[src/rtl/frec_divider_prog_if.sv]
// rtl/frec_divider_prog_if.sv - control/status bundle for the programmable clock divider
//
// Purpose: groups the divider's control inputs and registered outputs so the
//          divider and its user connect through one port.
// Signals:
//   enable       count enable (held phase when 0)
//   div_value    requested divide value N, half-period = N+1 clocks
//   load         one-cycle request to capture div_value as pending
//   clock_out    divided 50 % duty clock
//   strobe       one-cycle pulse on each rising edge of clock_out
//   load_pending a captured value is waiting for the next falling toggle
//   load_ack     one-cycle pulse when the pending value becomes active
// Modports: master drives the controls, slave is the divider.
interface frec_divider_prog_if #(
  parameter int WIDTH = 16
);
  logic             enable;
  logic [WIDTH-1:0] div_value;
  logic             load;
  logic             clock_out;
  logic             strobe;
  logic             load_pending;
  logic             load_ack;

  modport master (
    output enable, div_value, load,
    input  clock_out, strobe, load_pending, load_ack
  );

  modport slave (
    input  enable, div_value, load,
    output clock_out, strobe, load_pending, load_ack
  );
endinterface

[src/rtl/frec_divider_prog.sv]
// rtl/frec_divider_prog.sv - programmable glitch-free 50 % duty clock divider
//
// Purpose: divides the system clock by 2*(N+1), producing clock_out and a
//          one-cycle strobe on each rising toggle. A new N is captured as
//          pending and only applied on the falling toggle of clock_out, so
//          every high/low phase of a period uses the same N.
// Ports:
//   clock  system clock, rising edge
//   reset  synchronous, active-high
//   bus    frec_divider_prog_if.slave (enable, div_value, load in;
//          clock_out, strobe, load_pending, load_ack out, all registered)
module frec_divider_prog #(
  parameter int WIDTH       = 16,
  parameter int DEFAULT_DIV = 8
) (
  input  logic               clock,
  input  logic               reset,
  frec_divider_prog_if.slave bus
);

  localparam logic [WIDTH-1:0] DIV_RESET = WIDTH'(DEFAULT_DIV);

  logic [WIDTH-1:0] contador;
  logic [WIDTH-1:0] active_div;
  logic [WIDTH-1:0] pending_div;
  logic             pending_valid;
  logic             clock_out_q;
  logic             strobe_q;
  logic             load_ack_q;

  // Terminal count of the current phase while counting.
  logic terminal;
  // Pending value is transferred this cycle (falling toggle only).
  logic apply_now;

  always_comb begin
    terminal  = bus.enable && (contador == active_div);
    apply_now = terminal && clock_out_q && pending_valid;
  end

  always_ff @(posedge clock) begin
    if (reset) begin
      contador    <= '0;
      clock_out_q <= 1'b0;
      strobe_q    <= 1'b0;
      load_ack_q  <= 1'b0;
      active_div  <= DIV_RESET;
    end else begin
      strobe_q   <= 1'b0;
      load_ack_q <= 1'b0;
      if (terminal) begin
        contador    <= '0;
        clock_out_q <= ~clock_out_q;
        if (!clock_out_q) begin
          strobe_q <= 1'b1;
        end
        if (apply_now) begin
          active_div <= pending_div;
          load_ack_q <= 1'b1;
        end
      end else if (bus.enable) begin
        contador <= contador + WIDTH'(1);
      end
    end
  end

  // Capture path: a load coinciding with an apply still wins the pending
  // slot; the apply above reads the pre-load pending_div via NBA semantics.
  always_ff @(posedge clock) begin
    if (reset) begin
      pending_div   <= DIV_RESET;
      pending_valid <= 1'b0;
    end else if (bus.load) begin
      pending_div   <= bus.div_value;
      pending_valid <= 1'b1;
    end else if (apply_now) begin
      pending_valid <= 1'b0;
    end
  end

  assign bus.clock_out    = clock_out_q;
  assign bus.strobe       = strobe_q;
  assign bus.load_ack     = load_ack_q;
  assign bus.load_pending = pending_valid;

endmodule

[src/flat_wrapper.sv]
// flat-port wrapper written by rule: the top's interface ports become plain ports
module frec_divider_prog_flat 
#(
  parameter int WIDTH       = 16,
  parameter int DEFAULT_DIV = 8
)
  (clock, reset, bus_enable, bus_div_value, bus_load, bus_clock_out, bus_strobe, bus_load_pending, bus_load_ack);
  frec_divider_prog_if #(.WIDTH(WIDTH)) bus_i ();
  input  logic clock;
  input  logic reset;
  input wire logic [$bits(bus_i.enable)-1:0] bus_enable;
  input wire logic [$bits(bus_i.div_value)-1:0] bus_div_value;
  input wire logic [$bits(bus_i.load)-1:0] bus_load;
  output wire logic [$bits(bus_i.clock_out)-1:0] bus_clock_out;
  output wire logic [$bits(bus_i.strobe)-1:0] bus_strobe;
  output wire logic [$bits(bus_i.load_pending)-1:0] bus_load_pending;
  output wire logic [$bits(bus_i.load_ack)-1:0] bus_load_ack;
  assign bus_i.enable = bus_enable;
  assign bus_i.div_value = bus_div_value;
  assign bus_i.load = bus_load;
  assign bus_clock_out = bus_i.clock_out;
  assign bus_strobe = bus_i.strobe;
  assign bus_load_pending = bus_i.load_pending;
  assign bus_load_ack = bus_i.load_ack;
  frec_divider_prog #(.WIDTH(WIDTH), .DEFAULT_DIV(DEFAULT_DIV)) u_core (.clock(clock), .reset(reset), .bus(bus_i));
endmodule
[config.mk]
export PLATFORM = sky130hd
export DESIGN_NAME = frec_divider_prog_flat
export DESIGN_NICKNAME = d
export VERILOG_FILES = /design/src/rtl/frec_divider_prog_if.sv /design/src/rtl/frec_divider_prog.sv /design/src/flat_wrapper.sv
export SDC_FILE = /design/constraint.sdc
export NUM_CORES = 1
export LEC_CHECK = 0
export ABC_AREA = 1
export CORE_MARGIN = 2
export CORE_UTILIZATION = 36
export DETAILED_ROUTE_END_ITERATION = 7
export PLACE_DENSITY_LB_ADDON = 0.05
export SYNTH_ARGS = -nofsm -noshare
export SYNTH_HDL_FRONTEND = slang
export SYNTH_SLANG_ARGS = --single-unit
[constraint.sdc]
create_clock -name clock -period 4.5 [get_ports clock]
set_input_delay 0.675 -clock clock [delete_from_list [all_inputs] [get_ports clock]]
set_output_delay 0.675 -clock clock [all_outputs]
set_load 0.02 [all_outputs]
After elaboration in Yosys (flattened, before gate mapping)
Cells that the tools add are included.
{"block": "word_totals", "wordCells": 22, "reg_bits": 52, "input_bits": 20, "output_inout_bits": 4}
{"block": "op_classes", "n_mux": 4, "bitwise": 2, "n_reduce_logical": 7, "eq_ne": 1, "n_addsub": 1}
{"operator": "$add A16 B1 Y16 const B", "n": 1}
{"operator": "$eq A16 B16 Y1", "n": 1}
{"operator": "$mux W1", "n": 4}
{"operator": "$reduce_or A2 Y1", "n": 2}
{"operator": "$logic_and A1 B1 Y1", "n": 3}
{"operator": "$not A1 Y1", "n": 2}
{"operator": "$reduce_and A2 Y1", "n": 1}
{"operator": "$reduce_bool A2 Y1", "n": 1}

Longest topological paths before layout
{"block": "logic_depth", "word_depth": 6, "mapped_depth": 12}

Worst setup path before layout
OpenSTA, ideal clock, no wires.
{"block": "synth_path", "path_type": "input port to flip-flop", "startpoint": "input bus_enable", "endpoint": "register u_core.active_div[5]", "path_slack_ns": 2.792, "arrival_ns": 1.595, "path_stages": 10, "setup_ns": 0.114, "cell_sequence": "inv_2 > nor2_1 > nand3_1 > nor2_4 > nand2_2 > nor2_4 > buf_6 > nand4_1 > nand2_1 > nor2_2"}
{"block": "synth_between", "elab_chain_cells": 4}
{"element": "start: declaration", "line_no": "flat_wrapper.sv:11", "text": "input wire logic [$bits(bus_i.enable)-1:0] bus_enable;"}
{"element": "$logic_and A1 B1 Y1 *", "line_no": "frec_divider_prog.sv:37", "text": "terminal = bus.enable && (contador == active_div);"}
{"element": "$logic_and A1 B1 Y1 (2 in series)", "line_no": "frec_divider_prog.sv:38", "text": "apply_now = terminal && clock_out_q && pending_valid;"}
{"element": "$reduce_and A2 Y1 (no line) *"}
{"element": "end signal: assignment", "line_no": "frec_divider_prog.sv:58", "text": "active_div <= pending_div;"}
{"element": "end: declaration", "line_no": "frec_divider_prog.sv:24", "text": "logic [WIDTH-1:0] active_div;"}
Every way passes the cells marked *; elsewhere a longest branch is shown, timed or not.
A chain may end at the register's enable or synchronous reset.

Worst setup path after layout
{"block": "layout_path", "startpoint": "register u_core.clock_out_q (netlist: u_core.bus.clock_out)", "endpoint": "output bus_clock_out"}
{"element": "start: declaration", "line_no": "frec_divider_prog.sv:27", "text": "logic clock_out_q;"}
{"element": "start signal: assignment", "line_no": "frec_divider_prog.sv:53", "text": "clock_out_q <= ~clock_out_q;"}
{"element": "end: declaration", "line_no": "flat_wrapper.sv:14", "text": "output wire logic [$bits(bus_i.clock_out)-1:0] bus_clock_out;"}
No word-level cell between the ends.

==> results.ini <==
[status]
status=completed

[floorplanning]
dieArea_mm2=0.00762
fp.dieW_um=87.3
core.rowCount=30
ios=24
die_h_um=87.3
start_util_pct=36.9
core-area_mm2=0.00676

[min_path]
min_path_cells=2
worstHoldPathType=reg2reg

[drt]
vias_per_cell=4.60
wirelength_mm=5.27
vias=2116
ant_nets=0
drt-initial-drc-count=50
wl_per_cell_um=11.4
drt_first_pass_iters=4
drc=0

[setup_path]
r2r_start=u_core.contador[8]$_SDFFE_PP0P_
arrival_ps=1860
crit_end=bus_clock_out
r2r-end=u_core.active_div[1]$_SDFFE_PP0P_
crit_family=flip-flops
path_depth=1
crit_slowest_cell=dfxtp_1
end_kind=primary output
cp_max_fo=22
crit_chain=clkdlybuf4s50_1
worstPathRequired_ps=3830
start_kind=flip-flop
worst-path-buf-inv=1
crit_type=reg2out
setup.worst_path.start=u_core.bus.clock_out$_SDFFE_PP0P_
max_stage_delay_ps=800
worst_r2r_path_depth=9
r2r_slack_ps=2640

[cells_and_area]
fill_cells=754
multi_input_area_mm2=0.00118
area_growth_pct=13.7
nets=400
seq_area_mm2=0.00104
final_cell_mix=75 x nand2_1, 53 x nor2_1, 52 x dfxtp_1
layout-drive-gt1-share_pct=7.37
layout.cells.non_filler=460
final_common_cell=nand2_1
num_antenna_cells=0

[global_route]
antenna_found_initial=0
grt_first_pass_wirelength_mm=9.16
overflow=0
grt_max_degree=35
grt_pass1_vias=1954
grt.total_usage_pct=15.4

[power_and_ir_drop]
power_frac_comb_pct=7.6
p_int_uw=612
p_clk_share_pct=33.1
p_per_area_mw_per_mm2=285
switching_power_uw=197
p_total_uw=809
netSwitchingFraction_pct=24.4
seq_power_share_pct=59.2
ir_worst_vdd_v=0.000159
leakagePower_nw=1.14

[placed_design]
dp.cells=452
portBuffers=23
gp_congestion=0.841
dp_hpwl_mm=3.95

[logic_synthesis]
synth_xor_area_share_pct=2.81
ys_ff_latch=52
ys_warn_count=0
synth_compound_area_share_pct=9.67
netlist_area_mm2=0.00250
muxShareOfSynthArea_pct=0
synth_fa_ha_area_share_pct=0.501
synth_nets=383
synth_top_family_by_area=simple AND/OR/NAND/NOR gates
synth_seq_area_share_pct=41.7
syn-instance-count=362
ys_types=27
syn_area_per_cell_um2=6.90
yosys.area_share.simple_pct=34.1

[timing]
tightest_slew_ps=956
period_needed_ps=2530
drv_slew=0
relSlewSlack_pct=36.2
fin_worst_skew_ps=11.4
rsz0062_at_grt=false
tns_ps=0
fin_crit_sh_pct=56.3
fmax_ghz=0.395
hold_viol=0
setup_viol=0

[clocking]
cts-hold-fix-buffers=0
cts_resized=0
insertion_delay_ps=310
root_buffer=clkbuf_8
postCtsSetupRepairBufs=0
clock_sinks=52
clkSlewWorstSetupHoldPaths_ps=100
cts_max_level=2
cts_made_buffers=5
cts_buffer_depth=2
cts_tree=done

[job]
maxCapViolCount=0

-- logic make-up (layout without fill, tap and decap cells) --
| logic type | after synthesis | count (layout) |
|---|---|---|
| buf+inv | 67 | 85 |
| xor+xnor | 8 | 8 |
| flops | 52 | 52 |
| compound gates | 46 | 46 |
| simple gates | 188 | 188 |
| fa+ha+maj | 1 | 1 |
-- flip-flops by register name, summed over array words and instances, names as in the netlist --
signal	flops
u_core.active_div	16
u_core.contador	16
u_core.pending_div	16
u_core.bus.clock_out	1
u_core.bus.load_ack	1
u_core.bus.load_pending	1
u_core.bus.strobe	1
-- worst min-delay path by stage --
| stage | slack, ps | endpoint | start |
|---|---|---|---|
| 4_1_cts | 470 | u_core.pending_div[13]$_SDFFE_PP0P_ | u_core.pending_div[13]$_SDFFE_PP0P_ |
| 3_3_place_gp | 440 | u_core.active_div[3]$_SDFFE_PP1P_ | u_core.pending_div[3]$_SDFFE_PP1P_ |
| 6_report | 460 | u_core.pending_div[14]$_SDFFE_PP0P_ | u_core.pending_div[14]$_SDFFE_PP0P_ |
| 2_1_floorplan | 430 | u_core.active_div[3]$_SDFFE_PP1P_ | u_core.pending_div[3]$_SDFFE_PP1P_ |
| 5_1_grt | 490 | u_core.pending_div[13]$_SDFFE_PP0P_ | u_core.pending_div[13]$_SDFFE_PP0P_ |
| 3_5_place_dp | 450 | u_core.pending_div[13]$_SDFFE_PP0P_ | u_core.pending_div[13]$_SDFFE_PP0P_ |
-- layout make-up --
class,count,share of cell area [%]
Clock inverter,2,0.573
Timing Repair Buffer,23,8.11
Sequential cell,52,36.7
Inverter,54,7.14
Clock buffer,6,2.56
Tap cell,80,3.53
Multi-Input combinational cell,243,41.4
-- cells in the mapped netlist, drive strengths merged --
master	number	share of area [%]
nand2	77	12
nor2	60	10
inv	53	8.0
dfxtp	52	42
a21oi	25	5.0
nand4	23	6.0
o21ai	21	4.7
nand3	14	2.8
buf	8	2.3
nor3	8	1.6
xor2	7	2.5
clkbuf	5	0.75
or2	3	0.75
nor3b	2	0.60
clkinv	1	0.15
ha	1	0.50
nor4	1	0.25
xnor2	1	0.35
-- power groups by stage --
stage / Clock [mW] / Sequential (mW) / Combinational, mW
2_1_floorplan: 0 / 0.487 / 0.0397
3_3_place_gp: 0 / 0.490 / 0.0618
3_5_place_dp: 0 / 0.490 / 0.0625
4_1_cts: 0.282 / 0.479 / 0.0626
5_1_grt: 0.299 / 0.481 / 0.0707
6_report: 0.268 / 0.479 / 0.0617
-- layer usage --
layer | part of all wire (%) | vias up | track usage (%)
met5 | 0 | - | 0
met4 | 1.2 | 0 | 5.45
met3 | 3.0 | 5 | 3.22
met2 | 43 | 29 | 24.5
met1 | 53 | 899 | 20.6
li1 | - | 1183 | -
-- per-stage QoR --
stage	hold slack, ps	setup slack [ps]	util [%]	area [um^2]
2_1_floorplan	429	2790	-	2500
3_3_place_gp	443	1950	40.7	2750
3_5_place_dp	453	1940	40.7	2750
4_1_cts	468	1970	42.0	2840
5_1_grt	488	1860	42.0	2840
6_report	463	1970	42.0	2840
No activity file was read; power rests on OpenSTA's default activity.
